$ cat src/rtl/mem_access_unit.sv
// Load/store front end for a word-addressed data memory: alignment/range checks,
// lane extraction with sign/zero extension, and read-modify-write for sub-word stores.
module mem_access_unit #(
    parameter int DEPTH_WORDS = 2048
) (
    input  logic        clk,
    input  logic        rst,
    input  logic        req_valid,
    output logic        req_ready,
    input  logic        req_we,
    input  logic [1:0]  req_size,
    input  logic        req_signed,
    input  logic [31:0] req_addr,
    input  logic [31:0] req_wdata,
    output logic        resp_valid,
    output logic [31:0] resp_rdata,
    output logic        resp_fault,
    output logic        mem_rd,
    output logic        mem_wn,
    output logic [31:0] mem_address,
    output logic [31:0] mem_write_data,
    input  logic [31:0] mem_read_data
);

    typedef enum logic [2:0] {
        S_IDLE = 3'd0,
        S_RD   = 3'd1,
        S_CAP  = 3'd2,
        S_WR   = 3'd3,
        S_RESP = 3'd4
    } state_t;

    state_t      state;
    state_t      state_nx;

    logic        we_q;
    logic        signed_q;
    logic [1:0]  size_q;
    logic [1:0]  addr_lo_q;
    logic [15:0] wdata_q;

    logic        accept;
    logic        req_fault;
    logic [4:0]  lane_shift;
    logic [31:0] lane_data;
    logic [31:0] load_ext;
    logic [31:0] lane_mask;
    logic [31:0] merged_word;

    logic        req_ready_d;
    logic        resp_valid_d;
    logic [31:0] resp_rdata_d;
    logic        resp_fault_d;
    logic        mem_rd_d;
    logic        mem_wn_d;
    logic [31:0] mem_address_d;
    logic [31:0] mem_write_data_d;

    assign accept = req_valid && req_ready;

    always_comb begin
        req_fault = 1'b0;
        if (req_size == 2'b11)
            req_fault = 1'b1;
        if (req_size == 2'b01 && req_addr[0])
            req_fault = 1'b1;
        if (req_size == 2'b10 && req_addr[1:0] != 2'b00)
            req_fault = 1'b1;
        if ({2'b00, req_addr[31:2]} >= 32'(DEPTH_WORDS))
            req_fault = 1'b1;
    end

    // Lane position of the latched request; halfwords use only addr[1].
    always_comb begin
        lane_shift = (size_q == 2'b01) ? {addr_lo_q[1], 4'b0000} : {addr_lo_q, 3'b000};
        lane_data  = mem_read_data >> lane_shift;
        case (size_q)
            2'b00:   load_ext = signed_q ? {{24{lane_data[7]}}, lane_data[7:0]}
                                         : {24'h000000, lane_data[7:0]};
            2'b01:   load_ext = signed_q ? {{16{lane_data[15]}}, lane_data[15:0]}
                                         : {16'h0000, lane_data[15:0]};
            default: load_ext = mem_read_data;
        endcase
        lane_mask   = ((size_q == 2'b01) ? 32'h0000FFFF : 32'h000000FF) << lane_shift;
        merged_word = (mem_read_data & ~lane_mask)
                    | (({16'h0000, wdata_q} << lane_shift) & lane_mask);
    end

    always_ff @(posedge clk or posedge rst) begin
        if (rst) begin
            state          <= S_IDLE;
            we_q           <= 1'b0;
            signed_q       <= 1'b0;
            size_q         <= 2'b00;
            addr_lo_q      <= 2'b00;
            wdata_q        <= 16'h0000;
            req_ready      <= 1'b1;
            resp_valid     <= 1'b0;
            resp_rdata     <= 32'h0;
            resp_fault     <= 1'b0;
            mem_rd         <= 1'b0;
            mem_wn         <= 1'b0;
            mem_address    <= 32'h0;
            mem_write_data <= 32'h0;
        end else begin
            state          <= state_nx;
            if (accept) begin
                we_q      <= req_we;
                signed_q  <= req_signed;
                size_q    <= req_size;
                addr_lo_q <= req_addr[1:0];
                wdata_q   <= req_wdata[15:0];
            end
            req_ready      <= req_ready_d;
            resp_valid     <= resp_valid_d;
            resp_rdata     <= resp_rdata_d;
            resp_fault     <= resp_fault_d;
            mem_rd         <= mem_rd_d;
            mem_wn         <= mem_wn_d;
            mem_address    <= mem_address_d;
            mem_write_data <= mem_write_data_d;
        end
    end

    always_comb begin
        state_nx = state;
        case (state)
            S_IDLE: begin
                if (accept) begin
                    if (req_fault)
                        state_nx = S_RESP;
                    else if (req_we && req_size == 2'b10)
                        state_nx = S_WR;
                    else
                        state_nx = S_RD;
                end
            end
            S_RD:    state_nx = S_CAP;
            S_CAP:   state_nx = we_q ? S_WR : S_RESP;
            S_WR:    state_nx = S_RESP;
            S_RESP:  state_nx = S_IDLE;
            default: state_nx = S_IDLE;
        endcase
    end

    // Outputs are registered, so their next values are derived from the next state.
    always_comb begin
        req_ready_d      = (state_nx == S_IDLE);
        resp_valid_d     = (state_nx == S_RESP);
        mem_rd_d         = (state_nx == S_RD);
        mem_wn_d         = (state_nx == S_WR);
        resp_rdata_d     = 32'h0;
        resp_fault_d     = 1'b0;
        mem_address_d    = mem_address;
        mem_write_data_d = mem_write_data;
        if (accept) begin
            resp_fault_d = req_fault;
            if (!req_fault) begin
                mem_address_d = {2'b00, req_addr[31:2]};
                if (req_we && req_size == 2'b10)
                    mem_write_data_d = req_wdata;
            end
        end
        if (state == S_CAP) begin
            if (we_q)
                mem_write_data_d = merged_word;
            else
                resp_rdata_d = load_ext;
        end
    end

endmodule

$ cat config.mk
export PLATFORM = sky130hd
export DESIGN_NAME = mem_access_unit
export DESIGN_NICKNAME = d
export VERILOG_FILES = /design/src/rtl/mem_access_unit.sv
export SDC_FILE = /design/constraint.sdc
export NUM_CORES = 1
export LEC_CHECK = 0
export ABC_AREA = 1
export BUFFER_PORTS_ARGS = -buffer_cell sky130_fd_sc_hd__buf_4
export CAP_MARGIN = 15
export CORE_ASPECT_RATIO = 2
export CORE_MARGIN = 1
export CORE_UTILIZATION = 50
export DETAILED_ROUTE_END_ITERATION = 16
export HOLD_SLACK_MARGIN = 0.12
export PLACE_DENSITY = 0.79
export SYNTH_ARGS = -nofsm -noshare
export SYNTH_HDL_FRONTEND = slang
export SYNTH_SLANG_ARGS = --single-unit
$ cat constraint.sdc
create_clock -name clk -period 3.8 [get_ports clk]
set_clock_uncertainty 0.05 [all_clocks]
set_input_delay 0.19 -clock clk [delete_from_list [all_inputs] [get_ports clk]]
set_output_delay 0.19 -clock clk [all_outputs]
set_load 0.02 [all_outputs]
=== After elaboration in Yosys (flattened, before gate mapping) ===
Cells that the tools add are included.

* Register bits after elaboration: 124
* Output and inout port bits: 101
* Word-level logic and storage cells: 64

* $lt $le $gt $ge: 1
* Equality and inequality tests: 10
* Shifts and indexed selects: 3
* Multiplexer cells: 22
* Bitwise logic cells: 5
* Reductions and logical operators: 9

{| class="wikitable"
|+ Operators by type and width
! operator !! count
|-
| two-way mux 32 bit || 9
|-
| bitwise AND 32 bit || 2
|-
| case mux 32 bit (2 select lines) || 1
|-
| << shifter 16 x 5 -> 32 bit || 2
|-
| NOT 32 bit || 1
|-
| bitwise OR 32 bit || 1
|-
| >> shifter 32 x 5 -> 16 bit || 1
|-
| >= comparator 30 x 12 -> 1 bit (second input constant) || 1
|-
| two-way mux 16 bit || 1
|-
| case mux 3 bit (4 select lines) || 1
|-
| == test 3 x 2 -> 1 bit (second input constant) || 3
|-
| two-way mux 3 bit || 3
|-
| == test 3 x 1 -> 1 bit (second input constant) || 2
|-
| logical NOT 3 bit || 2
|-
| two-way mux 1 bit || 5
|-
| == test 2 x 1 -> 1 bit (second input constant) || 2
|-
| == test 2 bit (second input constant) || 2
|-
| logical AND 1 bit || 4
|-
| two-way mux 4 bit || 1
|-
| == test 3 bit (second input constant) || 1
|-
| logical NOT 2 bit || 1
|-
| two-way mux 2 bit || 1
|-
| AND reduction 2 bit || 1
|-
| nonzero test 2 bit || 1
|-
| NOT 1 bit || 1
|}

=== Logic depth before layout (Yosys ltp) ===
Gate-level depths: netlist of the first run.

* Word-level depth: 9
* Gate-level depth with buffers: 12
* Gate-level depth less buffers: 12

=== Least setup slack after synthesis of the first run ===
OpenSTA, ideal clock, no wires.

* Kind: register to register
* Start point: register req_ready
* End point: register mem_write_data[16]
* Arrival time: 1,744 ps
* Required time: 3,612 ps
* Setup slack: 1,868 ps
* Cell stages (with the launch flop): 10
* Buffers on the path: 2
* Clock period less this slack: 1,932 ps
* Cells stage by stage: dfstp_2 > nand2_1 > inv_2 > nand2_1 > nor3_2 > nand2_1 > buf_2 > buf_2 > nand2_1 > a31oi_1

* Word-level cells in the longest chain between the ends: 4

{| class="wikitable"
|+ Ends and longest elaborated chain
! item !! line !! source
|-
| from (decl) || 9 || <nowiki>output logic req_ready,</nowiki>
|-
| from (signal assigned) || 114 || <nowiki>req_ready <= req_ready_d;</nowiki>
|-
| logical AND 1 bit (*) || 59 || <nowiki>assign accept = req_valid && req_ready;</nowiki>
|-
| two-way mux 32 bit (*) || 156 || <nowiki>if (accept) begin</nowiki>
|-
| two-way mux 32 bit || 165 || <nowiki>if (we_q)</nowiki>
|-
| two-way mux 32 bit (*) || 164 || <nowiki>if (state == S_CAP) begin</nowiki>
|-
| via mem_write_data_d[16] || 57 || <nowiki>logic [31:0] mem_write_data_d;</nowiki>
|-
| to (signal assigned) || 121 || <nowiki>mem_write_data <= mem_write_data_d;</nowiki>
|-
| to (decl) || 21 || <nowiki>output logic [31:0] mem_write_data,</nowiki>
|}

Mark *: on every way through the listed nets, which the timed path passes. The rest lies on a longest branch.
A chain may end at the register's enable or synchronous reset.

=== Worst setup path in the final report of the first run ===
* Start point: register state[0]
* End point: register mem_write_data[25]

* Word-level cells in the longest chain between the ends: 2

{| class="wikitable"
|+ Ends and longest elaborated chain
! item !! line !! source
|-
| from (decl) || 33 || <nowiki>state_t state;</nowiki>
|-
| from (signal assigned) || 106 || <nowiki>state <= state_nx;</nowiki>
|-
| == test 3 x 2 -> 1 bit || 164 ||
|-
| two-way mux 32 bit || 164 ||
|-
| via mem_write_data_d[25] || 57 ||
|}

The timed path passes the listed nets, and every way through them passes these cells.

==> impl_metrics.yaml, run 1 <==
outcome:
  status: "finished clean"
worst_hold_path:
  hold_class: "input pin to flop"
detailed_routing:
  drc_errors: 0
  wire_per_inst_um: 18.6
  routed_via_density: 5.61
  num_vias: 6215
  drt_iter0_drc: 465
  wirelength_um: 20600
  drt_pre_antenna_iters: 5
  ant_nets: 0
global_route:
  grt_overflow_total: 0
  track_usage_pct: 36.4
  grt_max_degree: 55
  first_global_vias: 6265
  antenna_found_initial: 1
  grt_first_pass_wirelength_um: 32600
pwr:
  p_comb_share_pct: 15.5
  p_sw_uw: 1040
  p_clk_share_pct: 45.6
  swShare_pct: 28.7
  peakVddDrop_v: 0.000416
  leakagePower_uw: 0.00443
  internal-power_uw: 2590
  power_density_mw_per_mm2: 414
  seqPwrFrac_pct: 38.9
layout:
  area_growth_pct: 52.8
  regArea_mm2: 0.00310
  finalNonFillerCells: 1108
  nets: 1055
  multi_input_area_mm2: 0.00224
  drive_gt1_share_pct: 28.4
  fillers: 762
critical_path:
  end_kind: "flop"
  worstPathRequired_ns: 4.05
  cp_max_fo: 54
  crit_type: "flop to flop"
  crit_arrival_ns: 3.69
  r2r_setup_slack_ns: 0.36
  critPathLaunchType: "flop"
yosys:
  ys_seq_elements: 124
  yosysSeqAreaShare_pct: 54.1
  syn_avg_cell_area_um2: 8.48
  synth_async_sr_flop_share_pct: 100
  synth_enable_flop_cells: 0
  synthCells: 677
  ys.flop_type: "dfrtp_1"
  syn-cell-area_mm2: 0.00574
  ys_types: 32
  yosysWarnings: 0
clock_tree:
  cts-root-buf: "clkbuf_16"
  cts_tree: "built"
  h-tree-depth: 4
  postCtsSetupRepairBufs: 0
  hold_buffers: 84
  clk_latency_ns: 0.42
  clk_pin_slew_worst_paths_ns: 0.06
  ctsResizeCount: 0
  cts_inserted_buffers: 17
  clock_path_buffers: 2
  clock-sinks: 124
timing:
  period_minus_slack_ns: 3.44
  clock.fmax_mhz: 291
  finalMaxSlewViolations: 0
  timing.hold.ws_ns: 0.237
  tightest_slew_ns: 1.05
  worst_slack_ns: 0.358
  fin_setup_tns_ns: 0
  relSlewSlack_pct: 29.5
  hold_violations: 0
  rsz0062_at_grt: "no"
  finalCritPeriodShare_pct: 90.6
  setup-violations-final: 0
place:
  place_hpwl_um: 13700
  pre_cts_slack_ns: 0.935
  gp_congestion: 0.921
  portBuffers: 201
  place_inst: 991
job:
  maxCapViolCount: 0
floorplanning:
  die_area_mm2: 0.0119
  fp.dieH_um: 154
  die_w_um: 77.8
  core_area_mm2: 0.0112
  io_pins: 204
  initial_core_util_pct: 51.2
  num_rows: 55
## cell usage in the layout (no fill, tap or decap), drive strengths merged
cell,count
clkinv,3
clkinvlp,2
inv,63
bufinv,2
o221ai,7
nor3,3
buf,211
nor2,103
dfrtp,123
a211oi,21
conb,2
nand3,29
o31ai,2
nand2,157
dlygate4sd3,84
a31oi,33
dfstp,1
a21oi,39
diode,1
o22ai,7
o21ai,54
clkbuf,19
## path summary, 6_finish.rpt
| path | from | depth (start not counted) | end |
|---|---|---|---|
| min in group asynchronous | rst | 3 | mem_write_data[19]$_DFF_PP0_ |
| max in group asynchronous | rst | 4 | resp_rdata[13]$_DFF_PP0_ |
| worst max register to register | state[0]$_DFF_PP0_ | 7 | mem_write_data[25]$_DFF_PP0_ |
| worst min register to register | wdata_q[15]$_DFFE_PP0P_ | 2 | wdata_q[15]$_DFFE_PP0P_ |
| worst max-delay path | state[0]$_DFF_PP0_ | 7 | mem_write_data[25]$_DFF_PP0_ |
| worst min-delay path | req_valid | 4 | resp_fault$_DFF_PP0_ |
## area by class of cell
class	instances	share of cell area, %
Tap cell	142	2.03
Timing Repair Buffer	295	27.7
Clock inverter	13	1.77
Antenna cell	1	0.0285
Inverter	57	2.53
Clock buffer	19	5.05
Sequential cell	124	35.4
Multi-Input combinational cell	457	25.6
## cell families (layout without fill, tap and decap cells)
kind of cell | after synthesis | in the layout | share of synthesized area, %
compound gates | 163 | 163 | 16.8
buf+inv | 97 | 384 | 7.00
flops | 124 | 124 | 54.1
other cells | 1 | 3 | 0.0653
simple gates | 292 | 292 | 22.1
## power groups by stage
stage                     Clock [uW]  Combinational (uW)  Sequential [uW]
after CTS                       1650                 549             1410
after global placement             0                 471             1430
after detailed placement           0                 478             1430
final                           1650                 562             1410
after global routing            1720                 609             1420
after floorplan                    0                 281             1420
## sequential cells by signal, summed over array words and instances, names as in the netlist, 2 cells and up
register / cells
mem_write_data: 32
wdata_q: 16
size_q: 2
resp_rdata: 32
addr_lo_q: 2
mem_address: 30
state: 3
## per-stage QoR
stage	utilization, %	instance area [um^2]	total power (uW)
CTS	78.2	8770	3610
global placement	65.3	7330	1900
global route	78.2	8770	3750
detailed placement	65.3	7330	1910
finish	78.2	8770	3630
floorplan	-	5740	1710
## critical path, stage by stage (launching register included)
cell           delay (ns)
dfrtp_1              0.40
nor2_1               0.13
nand2_1              0.10
nor2_1               0.77
inv_2                0.66
a211oi_1             0.47
a31oi_1              0.09
dlygate4sd3_1        0.63
## synth_stat cells, drive strengths merged (2+ instances only)
cell type	instances	area share [%]
nand2	157	11
dfrtp	123	54
nor2	103	8.1
inv	56	3.7
o21ai	54	4.8
a21oi	39	3.6
a31oi	33	3.6
nand3	29	3.1
clkbuf	25	1.6
a211oi	21	2.7
buf	15	1.5
o221ai	7	1.1
o22ai	7	0.76
nor3	3	0.35
o31ai	2	0.26
## metal layers
| layer | track usage, % | wire (um) | vias up |
|---|---|---|---|
| met5 | 0 | 0 | - |
| li1 | - | - | 2792 |
| met4 | 25.4 | 1390 | 0 |
| met1 | 37.8 | 6810 | 2937 |
| met2 | 64.7 | 11200 | 381 |
| met3 | 6.59 | 1260 | 105 |
(Power assumes the default switching activity.)
==> run 2: changes to the inputs <==
--- a/config.mk
+++ b/config.mk
@@ -13,7 +13,7 @@
 export CORE_UTILIZATION = 50
 export DETAILED_ROUTE_END_ITERATION = 16
 export HOLD_SLACK_MARGIN = 0.12
-export PLACE_DENSITY = 0.79
+export PLACE_DENSITY = 0.8
 export SYNTH_ARGS = -nofsm -noshare
 export SYNTH_HDL_FRONTEND = slang
 export SYNTH_SLANG_ARGS = --single-unit
==> run 2 against run 1 <==
Net effect:
- die area unchanged
- core utilization decreased by 0.46 points
- clock power decreased by 4%
- highest routed layer unchanged
- critical endpoint is now mem_write_data[23]$_DFF_PP0_
==> impl_metrics.yaml, run 2 (synthesized netlist as in run 1, its figures left out) <==
outcome:
  status: "finished clean"
clock_tree:
  clock-sinks: 124
  cts-root-buf: "clkbuf_16"
  cts_inserted_buffers: 17
  h-tree-depth: 4
  clk_pin_slew_worst_paths_ns: 0.06
  clk_latency_ns: 0.42
  cts_tree: "built"
  ctsResizeCount: 0
  postCtsSetupRepairBufs: 0
  hold_buffers: 83
  clock_path_buffers: 2
job:
  maxCapViolCount: 0
timing:
  fin_setup_tns_ns: 0
  setup-violations-final: 0
  clock.fmax_mhz: 319
  finalMaxSlewViolations: 0
  relSlewSlack_pct: 31.5
  rsz0062_at_grt: "no"
  period_minus_slack_ns: 3.14
  worst_slack_ns: 0.665
  finalCritPeriodShare_pct: 82.5
  timing.hold.ws_ns: 0.222
  hold_violations: 0
  tightest_slew_ns: 1.02
floorplanning:
  num_rows: 55
  fp.dieH_um: 154
  io_pins: 204
  die_area_mm2: 0.0119
  initial_core_util_pct: 51.2
  die_w_um: 77.8
  core_area_mm2: 0.0112
place:
  place_hpwl_um: 13700
  pre_cts_slack_ns: 0.962
  portBuffers: 201
  gp_congestion: 0.915
worst_hold_path:
  min_to: "resp_fault$_DFF_PP0_"
  hold_class: "input pin to flop"
  hold_start: "req_valid"
  hold-path-cell-count: 4
detailed_routing:
  ant_nets: 0
  wirelength_um: 21000
  drc_errors: 0
  num_vias: 6211
  wire_per_inst_um: 19.0
  routed_via_density: 5.64
  drt_iter0_drc: 471
  drt_pre_antenna_iters: 5
critical_path:
  end_kind: "flop"
  r2r_setup_slack_ns: 0.66
  critPathLaunchType: "flop"
  worstPathRequired_ns: 4.11
  cp_max_fo: 54
  r2r-end: "mem_write_data[23]$_DFF_PP0_"
  r2r_cells: 6
  r2r_start: "state[0]$_DFF_PP0_"
  crit_type: "flop to flop"
  crit_arrival_ns: 3.44
pwr:
  leakagePower_uw: 0.00441
  power_density_mw_per_mm2: 407
  finalPower_uw: 3550
  peakVddDrop_v: 0.000371
global_route:
  grt_max_degree: 84
  track_usage_pct: 36.7
  grt_first_pass_wirelength_um: 32700
  grt_overflow_total: 0
  first_global_vias: 6493
  antenna_found_initial: 0
layout:
  antennaDiodeCount: 0
  reg_top3: "mem_write_data: 32 flops, resp_rdata: 32 flops, mem_address: 30 flops"
  area_growth_pct: 51.9
  fillers: 755
  nets: 1050
  mostFrequentLayoutCells: "206 x buf_4, 154 x nand2_1, 123 x dfrtp_1"
  mostFrequentLayoutCell: "buf_4"
  drive_gt1_share_pct: 28.2
  utilization_pct: 77.7
run 2: layout make-up:
cell class                      instances  area [um^2]  share of cell area, %
Sequential cell                       124         3100                   35.6
Tap cell                              142          178                   2.04
Timing Repair Buffer                  290         2400                   27.5
Multi-Input combinational cell        457         2240                   25.7
Clock buffer                           17          425                   4.88
Clock inverter                         15          151                   1.74
Inverter                               57          221                   2.54
run 2: worst max-delay path by stage:
stage	startpoint	slack, ns	depth (start not counted)	to
floorplan	rst	0.26	1	addr_lo_q[0]$_DFFE_PP0P_
global placement	state[0]$_DFF_PP0_	1.0	6	mem_write_data[27]$_DFF_PP0_
detailed placement	state[2]$_DFF_PP0_	0.96	6	mem_write_data[27]$_DFF_PP0_
CTS	size_q[1]$_DFFE_PP0P_	0.77	11	mem_write_data[23]$_DFF_PP0_
global route	size_q[1]$_DFFE_PP0P_	0.46	11	mem_write_data[23]$_DFF_PP0_
finish	state[0]$_DFF_PP0_	0.66	6	mem_write_data[23]$_DFF_PP0_
run 2: layer usage:
metal	track usage, %	up-vias	part of all wire (%)
met3	6.41	120	5.8
met4	29.6	0	7.8
met2	64.7	350	54
met1	37.0	2972	32
met5	0	-	0
li1	-	2769	-
run 2: through the flow:
step | area, um^2 | instances
2_1_floorplan | 5740 | 678
3_3_place_gp | 7310 | 987
3_5_place_dp | 7310 | 987
6_report | 8720 | 1102
5_1_grt | 8720 | 1102
4_1_cts | 8720 | 1102
run 2: report_power, final:
part	leakage, uW	internal, uW	switching [uW]
Combinational	0.00257	218	337
Sequential	0.00156	1360	46.8
Clock	0.000284	920	665
Total	0.00441	2500	1050
run 2: critical path: stages, from the launching register on:
cell           delay, ns
dfrtp_1             0.40
nor2_1              0.13
nand2_1             0.13
nor2_1              0.78
inv_2               0.67
a31oi_1             0.33
dlygate4sd3_1       0.57
